[config.mk]
export PLATFORM = sky130hd
export DESIGN_NAME = cgra_kernel_fetch
export DESIGN_NICKNAME = d
export VERILOG_FILES = /design/src/rtl/cgra_kernel_fetch_pkg.sv /design/src/rtl/cgra_kernel_fetch_kmem_decode.sv /design/src/rtl/cgra_kernel_fetch.sv
export SDC_FILE = /design/constraint.sdc
export NUM_CORES = 1
export LEC_CHECK = 0
export BUFFER_PORTS_ARGS = -buffer_cell sky130_fd_sc_hd__buf_2
export CORE_ASPECT_RATIO = 0.8
export CORE_MARGIN = 5
export CORE_UTILIZATION = 54
export CTS_CLUSTER_SIZE = 12
export DETAILED_ROUTE_END_ITERATION = 8
export PLACE_DENSITY_LB_ADDON = 0.2
export SLEW_MARGIN = 15
export SYNTH_ARGS = -nofsm -noshare
export SYNTH_HDL_FRONTEND = slang
export SYNTH_SLANG_ARGS = --single-unit
[constraint.sdc]
create_clock -name clk_i -period 3.3 [get_ports clk_i]
set_input_delay 0.33 -clock clk_i [delete_from_list [all_inputs] [get_ports clk_i]]
set_output_delay 0.33 -clock clk_i [all_outputs]
set_load 0.01 [all_outputs]
[src/rtl/cgra_kernel_fetch_pkg.sv]
`default_nettype none
// ============================================================================
//  Module      : cgra_kernel_fetch_pkg
//  Description : Shared constants and types for the kernel-configuration word
//                (column mask / start line / instruction count) and the
//                kernel-fetch state machine.
//  Revision    : 1.0 - initial release
// ============================================================================
package cgra_kernel_fetch_pkg;

  // Field positions inside a kernel-memory word
  localparam int N_INSTR_LB  = 0;
  localparam int N_INSTR_HB  = 4;
  localparam int IMEM_ADD_LB = 5;
  localparam int IMEM_ADD_HB = 11;
  localparam int N_COL_LB    = 12;
  localparam int N_COL_HB    = 15;

  localparam int KMEM_WIDTH  = N_COL_HB + 1;

  localparam int N_INSTR_BITS  = N_INSTR_HB - N_INSTR_LB + 1;
  localparam int IMEM_ADD_BITS = IMEM_ADD_HB - IMEM_ADD_LB + 1;
  localparam int N_COL_BITS    = N_COL_HB - N_COL_LB + 1;

  // Kernel-fetch controller states
  typedef enum logic [2:0] {
    KF_IDLE     = 3'd0,
    KF_KREAD    = 3'd1,
    KF_DECODE   = 3'd2,
    KF_WAIT_COL = 3'd3,
    KF_FETCH    = 3'd4
  } cgra_kfetch_state_t;

  // Unpacked view of a kernel-memory word (MSB first, matching the layout)
  typedef struct packed {
    logic [N_COL_BITS-1:0]    cols;
    logic [IMEM_ADD_BITS-1:0] start;
    logic [N_INSTR_BITS-1:0]  n_instr;
  } kmem_word_t;

endpackage : cgra_kernel_fetch_pkg
`default_nettype wire

[src/rtl/cgra_kernel_fetch_kmem_decode.sv]
`default_nettype none
// ============================================================================
//  Module      : cgra_kmem_decode
//  Description : Combinational unpack of a kernel-memory word plus the launch
//                validity check (empty column mask, instruction range running
//                past the last instruction-memory line).
//  Revision    : 1.0 - initial release
// ============================================================================
module cgra_kmem_decode
  import cgra_kernel_fetch_pkg::*;
(
  input  logic [KMEM_WIDTH-1:0]    word,
  output logic [N_COL_BITS-1:0]    cols,
  output logic [IMEM_ADD_BITS-1:0] start,
  output logic [N_INSTR_BITS-1:0]  n_instr,
  output logic                     bad
);

  kmem_word_t                 fields;
  logic [IMEM_ADD_BITS:0]     last_line;
  logic [IMEM_ADD_BITS:0]     line_limit;

  assign fields  = kmem_word_t'(word);
  assign cols    = fields.cols;
  assign start   = fields.start;
  assign n_instr = fields.n_instr;

  // Last line touched, one bit wider than the address so it cannot wrap
  assign last_line  = {1'b0, fields.start}
                    + {{(IMEM_ADD_BITS+1-N_INSTR_BITS){1'b0}}, fields.n_instr};
  assign line_limit = {1'b0, {IMEM_ADD_BITS{1'b1}}};

  // Reject kernels that claim no columns or overrun instruction memory
  always_comb begin
    bad = 1'b0;
    if (fields.cols == '0)
      bad = 1'b1;
    if (last_line > line_limit)
      bad = 1'b1;
  end

endmodule : cgra_kmem_decode
`default_nettype wire

[src/rtl/cgra_kernel_fetch.sv]
`default_nettype none
// ============================================================================
//  Module      : cgra_kernel_fetch
//  Description : Launch-side kernel fetcher. Reads one kernel-memory entry,
//                decodes it, waits for the requested columns to be free, claims
//                them and streams the kernel's instruction-memory line
//                addresses, one per granted cycle.
//  Revision    : 1.0 - initial release
// ============================================================================
module cgra_kernel_fetch
  import cgra_kernel_fetch_pkg::*;
#(
  parameter int N_COL      = N_COL_BITS,
  parameter int KER_ID_W   = 4,
  parameter int IMEM_ADD_W = IMEM_ADD_BITS,
  parameter int NINSTR_W   = N_INSTR_BITS,
  parameter int KMEM_W     = KMEM_WIDTH
) (
  input  logic                  clk_i,
  input  logic                  rst_i,
  input  logic                  start_i,
  input  logic [KER_ID_W-1:0]   ker_id_i,
  input  logic [N_COL-1:0]      col_free_i,
  output logic                  kmem_req_o,
  output logic [KER_ID_W-1:0]   kmem_addr_o,
  input  logic [KMEM_W-1:0]     kmem_rdata_i,
  output logic [N_COL-1:0]      col_acq_o,
  output logic                  imem_req_o,
  output logic [IMEM_ADD_W-1:0] imem_addr_o,
  input  logic                  imem_gnt_i,
  output logic                  busy_o,
  output logic                  done_o,
  output logic                  err_o
);

  cgra_kfetch_state_t     state_q, state_d;

  logic [KER_ID_W-1:0]    id_q;
  logic [N_COL-1:0]       col_q;
  logic [IMEM_ADD_W-1:0]  addr_q;
  logic [NINSTR_W-1:0]    cnt_q;
  logic                   done_q;
  logic                   err_q;

  logic [N_COL-1:0]       dec_cols;
  logic [IMEM_ADD_W-1:0]  dec_start;
  logic [NINSTR_W-1:0]    dec_n_instr;
  logic                   dec_bad;

  logic                   launch;
  logic                   null_launch;
  logic                   decode_bad;
  logic                   cols_ready;
  logic                   grant;
  logic                   last_grant;

  cgra_kmem_decode u_decode (
    .word    (kmem_rdata_i),
    .cols    (dec_cols),
    .start   (dec_start),
    .n_instr (dec_n_instr),
    .bad     (dec_bad)
  );

  assign launch      = (state_q == KF_IDLE) && start_i;
  assign null_launch = launch && (ker_id_i == '0);
  assign decode_bad  = (state_q == KF_DECODE) && dec_bad;
  assign cols_ready  = ((col_free_i & col_q) == col_q);
  assign grant       = (state_q == KF_FETCH) && imem_gnt_i;
  assign last_grant  = grant && (cnt_q == '0);

  // State register
  always_ff @(posedge clk_i or posedge rst_i) begin
    if (rst_i)
      state_q <= KF_IDLE;
    else
      state_q <= state_d;
  end

  // Next-state and per-state outputs
  always_comb begin
    state_d     = state_q;
    kmem_req_o  = 1'b0;
    kmem_addr_o = '0;
    col_acq_o   = '0;
    imem_req_o  = 1'b0;
    imem_addr_o = '0;
    busy_o      = 1'b1;
    case (state_q)
      KF_IDLE: begin
        busy_o = 1'b0;
        if (launch && !null_launch)
          state_d = KF_KREAD;
      end
      KF_KREAD: begin
        kmem_req_o  = 1'b1;
        kmem_addr_o = id_q;
        state_d     = KF_DECODE;
      end
      KF_DECODE: begin
        state_d = dec_bad ? KF_IDLE : KF_WAIT_COL;
      end
      KF_WAIT_COL: begin
        if (cols_ready) begin
          col_acq_o = col_q;
          state_d   = KF_FETCH;
        end
      end
      KF_FETCH: begin
        imem_req_o  = 1'b1;
        imem_addr_o = addr_q;
        if (last_grant)
          state_d = KF_IDLE;
      end
      default: begin
        state_d = KF_IDLE;
      end
    endcase
  end

  // Launch id, decoded fields and the fetch address/count
  always_ff @(posedge clk_i or posedge rst_i) begin
    if (rst_i) begin
      id_q   <= '0;
      col_q  <= '0;
      addr_q <= '0;
      cnt_q  <= '0;
    end else begin
      if (launch)
        id_q <= ker_id_i;
      // Start line and count are captured at decode so WAIT_COL only has to
      // compare columns; the fetch starts from exactly these values.
      if (state_q == KF_DECODE) begin
        col_q  <= dec_cols;
        addr_q <= dec_start;
        cnt_q  <= dec_n_instr;
      end
      if (grant) begin
        addr_q <= addr_q + 1'b1;
        cnt_q  <= cnt_q - 1'b1;
      end
    end
  end

  // Completion and rejection pulses, one cycle after their cause
  always_ff @(posedge clk_i or posedge rst_i) begin
    if (rst_i) begin
      done_q <= 1'b0;
      err_q  <= 1'b0;
    end else begin
      done_q <= last_grant;
      err_q  <= null_launch || decode_bad;
    end
  end

  assign done_o = done_q;
  assign err_o  = err_q;

endmodule : cgra_kernel_fetch
`default_nettype wire

==> results.cfg <==
[logic_synthesis]
netlist_instances = 155
syn_area_sq_um = 1498
seq_area_frac_synth = 0.4177
ys.flop_type = dfrtp_1
synth_cell_types = 44
synth_fp_nets = 190
avgSynthCellArea_sq_um = 9.662
synthArstFlopShare = 1.000
ys_ff_latch = 25
synth_edf_count = 0
yosysWarnings = 0

[pwr]
power.total_w = 0.001401
ir_worst_vdd_mv = 0.4383
power_density_nw_per_um2 = 789.3
power_leakage_nw = 0.8642

[grt]
grt-ovfl-total = 0
grt_pass1_wl_mm = 5.802
antenna_found_initial = 0
first_global_vias = 1298
grt_usage = 0.1919
grt_max_degree = 26

[setup_path]
cp_max_fo = 8
ff2ff_path_depth = 4
critPathRequiredTime_ns = 2.97
worstSetupPathType = reg2out
worstSetupEndpointType = output port
r2r_end = addr_q[3]
reg2reg_slack_ns = 1.51
timing.rr.start = state_q[2]
cp-endpoint = col_acq_o[3]
start_kind = register
arrival_ns = 1.80
setup.worst_path.start = state_q[1]

[cells_and_area]
final_nets = 237
num_antenna_cells = 0
instances_no_fill = 239
final_common_cell = buf_2
layout_common_cells = 47 x buf_2, 25 x dfrtp_1, 18 x nand2_1, 15 x and2_1, 8 x inv_1
drive_above_1_share = 0.3134
syn2layout_area_growth_pct = 18.55
fin_util = 0.6572

[place]
portBuffers = 47
place_ws_ns = 1.555
placedCellCount = 235
finalWeightedCongestion = 0.8461
dp_hpwl_mm = 2.830

[die]
die_h_um = 57.11
core_region_area_sq_um = 2701
die_x_um = 68.88
io_pins = 48
die_area_sq_um = 3933
start_util = 0.5544
rows = 17

[clock_tree]
cts_hold_buffers = 0
insertion_delay_ns = 0.31
clock_sinks = 25
tritoncts = built
cts_resized = 0
cts_setup_buffers = 0
h-tree-depth = 1
cts.clk_slew.worst_paths_ns = 0.13
cts-root-buf = clkbuf_4
cts_inserted_buffers = 3
clk_path_buf_depth = 2

[job]
cap_violations = 0

[timing]
setup_violations = 0
rsz0062_at_grt = no
fmax_ghz = 0.4684
postLayoutSetupSlackWorst_ns = 1.165
slew_headroom = 0.3738
drv_slew = 0
finalHoldViolCount = 0
fin_crit_sh = 0.6469
finClkSkew_ns = 0.001392
post-route-min-period_ns = 2.135
worst_pin_slew_ns = 0.9383
tns_ns = 0

[routing]
drc = 0
wire_per_inst_um = 15.04
num_vias = 1337
drtPass1Iterations = 4
viasPerCell = 5.594
routed_wl_mm = 3.595
drt_iter0_markers = 35
ant_nets = 0

[outcome]
outcome = complete, no violations

[worst_hold_path]
hold_path_class = in2async
==> power breakdown <==
| group | switching [W] | total, W | internal (W) |
|---|---|---|---|
| clock network | 0.0000871 | 0.000134 | 0.0000472 |
| registers | 0.000152 | 0.000602 | 0.000450 |
| logic | 0.000354 | 0.000666 | 0.000312 |
| total | 0.000592 | 0.00140 | 0.000809 |
==> area by class of cell <==
| type | count | area (sq um) |
|---|---|---|
| clock buffer | 4 | 26.28 |
| inverter | 8 | 30.03 |
| timing repair buffer | 48 | 242.7 |
| multi-input combinational | 116 | 803.3 |
| fill | 227 | 925.9 |
| tap | 38 | 47.55 |
| sequential | 25 | 625.6 |
==> through the flow <==
stage / instance area (sq um) / hold WS [ns]
floorplan: 1498 / 0.3573
global placement: 1749 / 0.4780
detailed placement: 1749 / 0.4910
CTS: 1775 / 0.2220
global route: 1775 / 0.2204
finish: 1775 / 0.2052
==> synth_stat cells (2+ instances only) <==
cell type / count / share of area
a21oi_1: 7 / 0.023
a221o_1: 4 / 0.027
a22oi_1: 2 / 0.010
and2_1: 15 / 0.063
buf_2: 4 / 0.013
dfrtp_1: 25 / 0.42
ha_1: 7 / 0.058
inv_1: 8 / 0.020
mux2_2: 4 / 0.030
nand2_1: 18 / 0.045
nand2b_1: 4 / 0.017
nand3_1: 3 / 0.010
nand4_1: 3 / 0.013
nor2_1: 6 / 0.015
nor3_1: 4 / 0.013
nor3b_1: 3 / 0.015
nor3b_2: 2 / 0.017
nor4_1: 2 / 0.0084
o211ai_1: 2 / 0.010
o21ai_0: 6 / 0.020
o21ai_1: 2 / 0.0067
o22ai_1: 2 / 0.0084
==> sequential cells by signal (all words and copies together), names as in the netlist <==
register  count
cnt_q         5
id_q          4
state_q       3
done_o        1
addr_q        7
err_o         1
col_q         4
==> critical path, cell delays in order, from the launching register on <==
cell and delay, ns:
dfrtp_1 0.50, inv_1 0.09, nor3b_1 0.28, nor2b_1 0.32, and2_1 0.18, buf_2 0.13
==> routing by layer <==
| metal | up-vias | track usage | part of all wire |
|---|---|---|---|
| met5 | - | 0 | 0 |
| li1 | 653 | - | - |
| met3 | 4 | 0.05512 | 0.070 |
| met4 | 0 | 0.03611 | 0.0086 |
| met2 | 59 | 0.3071 | 0.48 |
| met1 | 621 | 0.2596 | 0.44 |
==> worst min-delay path by stage <==
stage          cells past startpoint             start        end  slack, ns
3_5_place_dp                       1           id_q[0]    id_q[0]       0.49
5_1_grt                            3  kmem_rdata_i[15]   col_q[3]       0.22
6_report                           2             rst_i    id_q[1]       0.21
4_1_cts                            3  kmem_rdata_i[15]   col_q[3]       0.22
3_3_place_gp                       1           id_q[3]    id_q[3]       0.48
2_1_floorplan                      1             rst_i  addr_q[0]       0.36
==> cells by family (layout without fill, tap and decap cells) <==
| group | count (synthesis) | after routing | synth area share |
|---|---|---|---|
| buf+inv | 14 | 60 | 0.04595 |
| flops | 25 | 25 | 0.4177 |
| simple gates | 71 | 71 | 0.2916 |
| compound gates | 34 | 34 | 0.1562 |
| mux | 4 | 4 | 0.03007 |
| fa+ha+maj | 7 | 7 | 0.05848 |
Power figures use the tool's default switching activity.
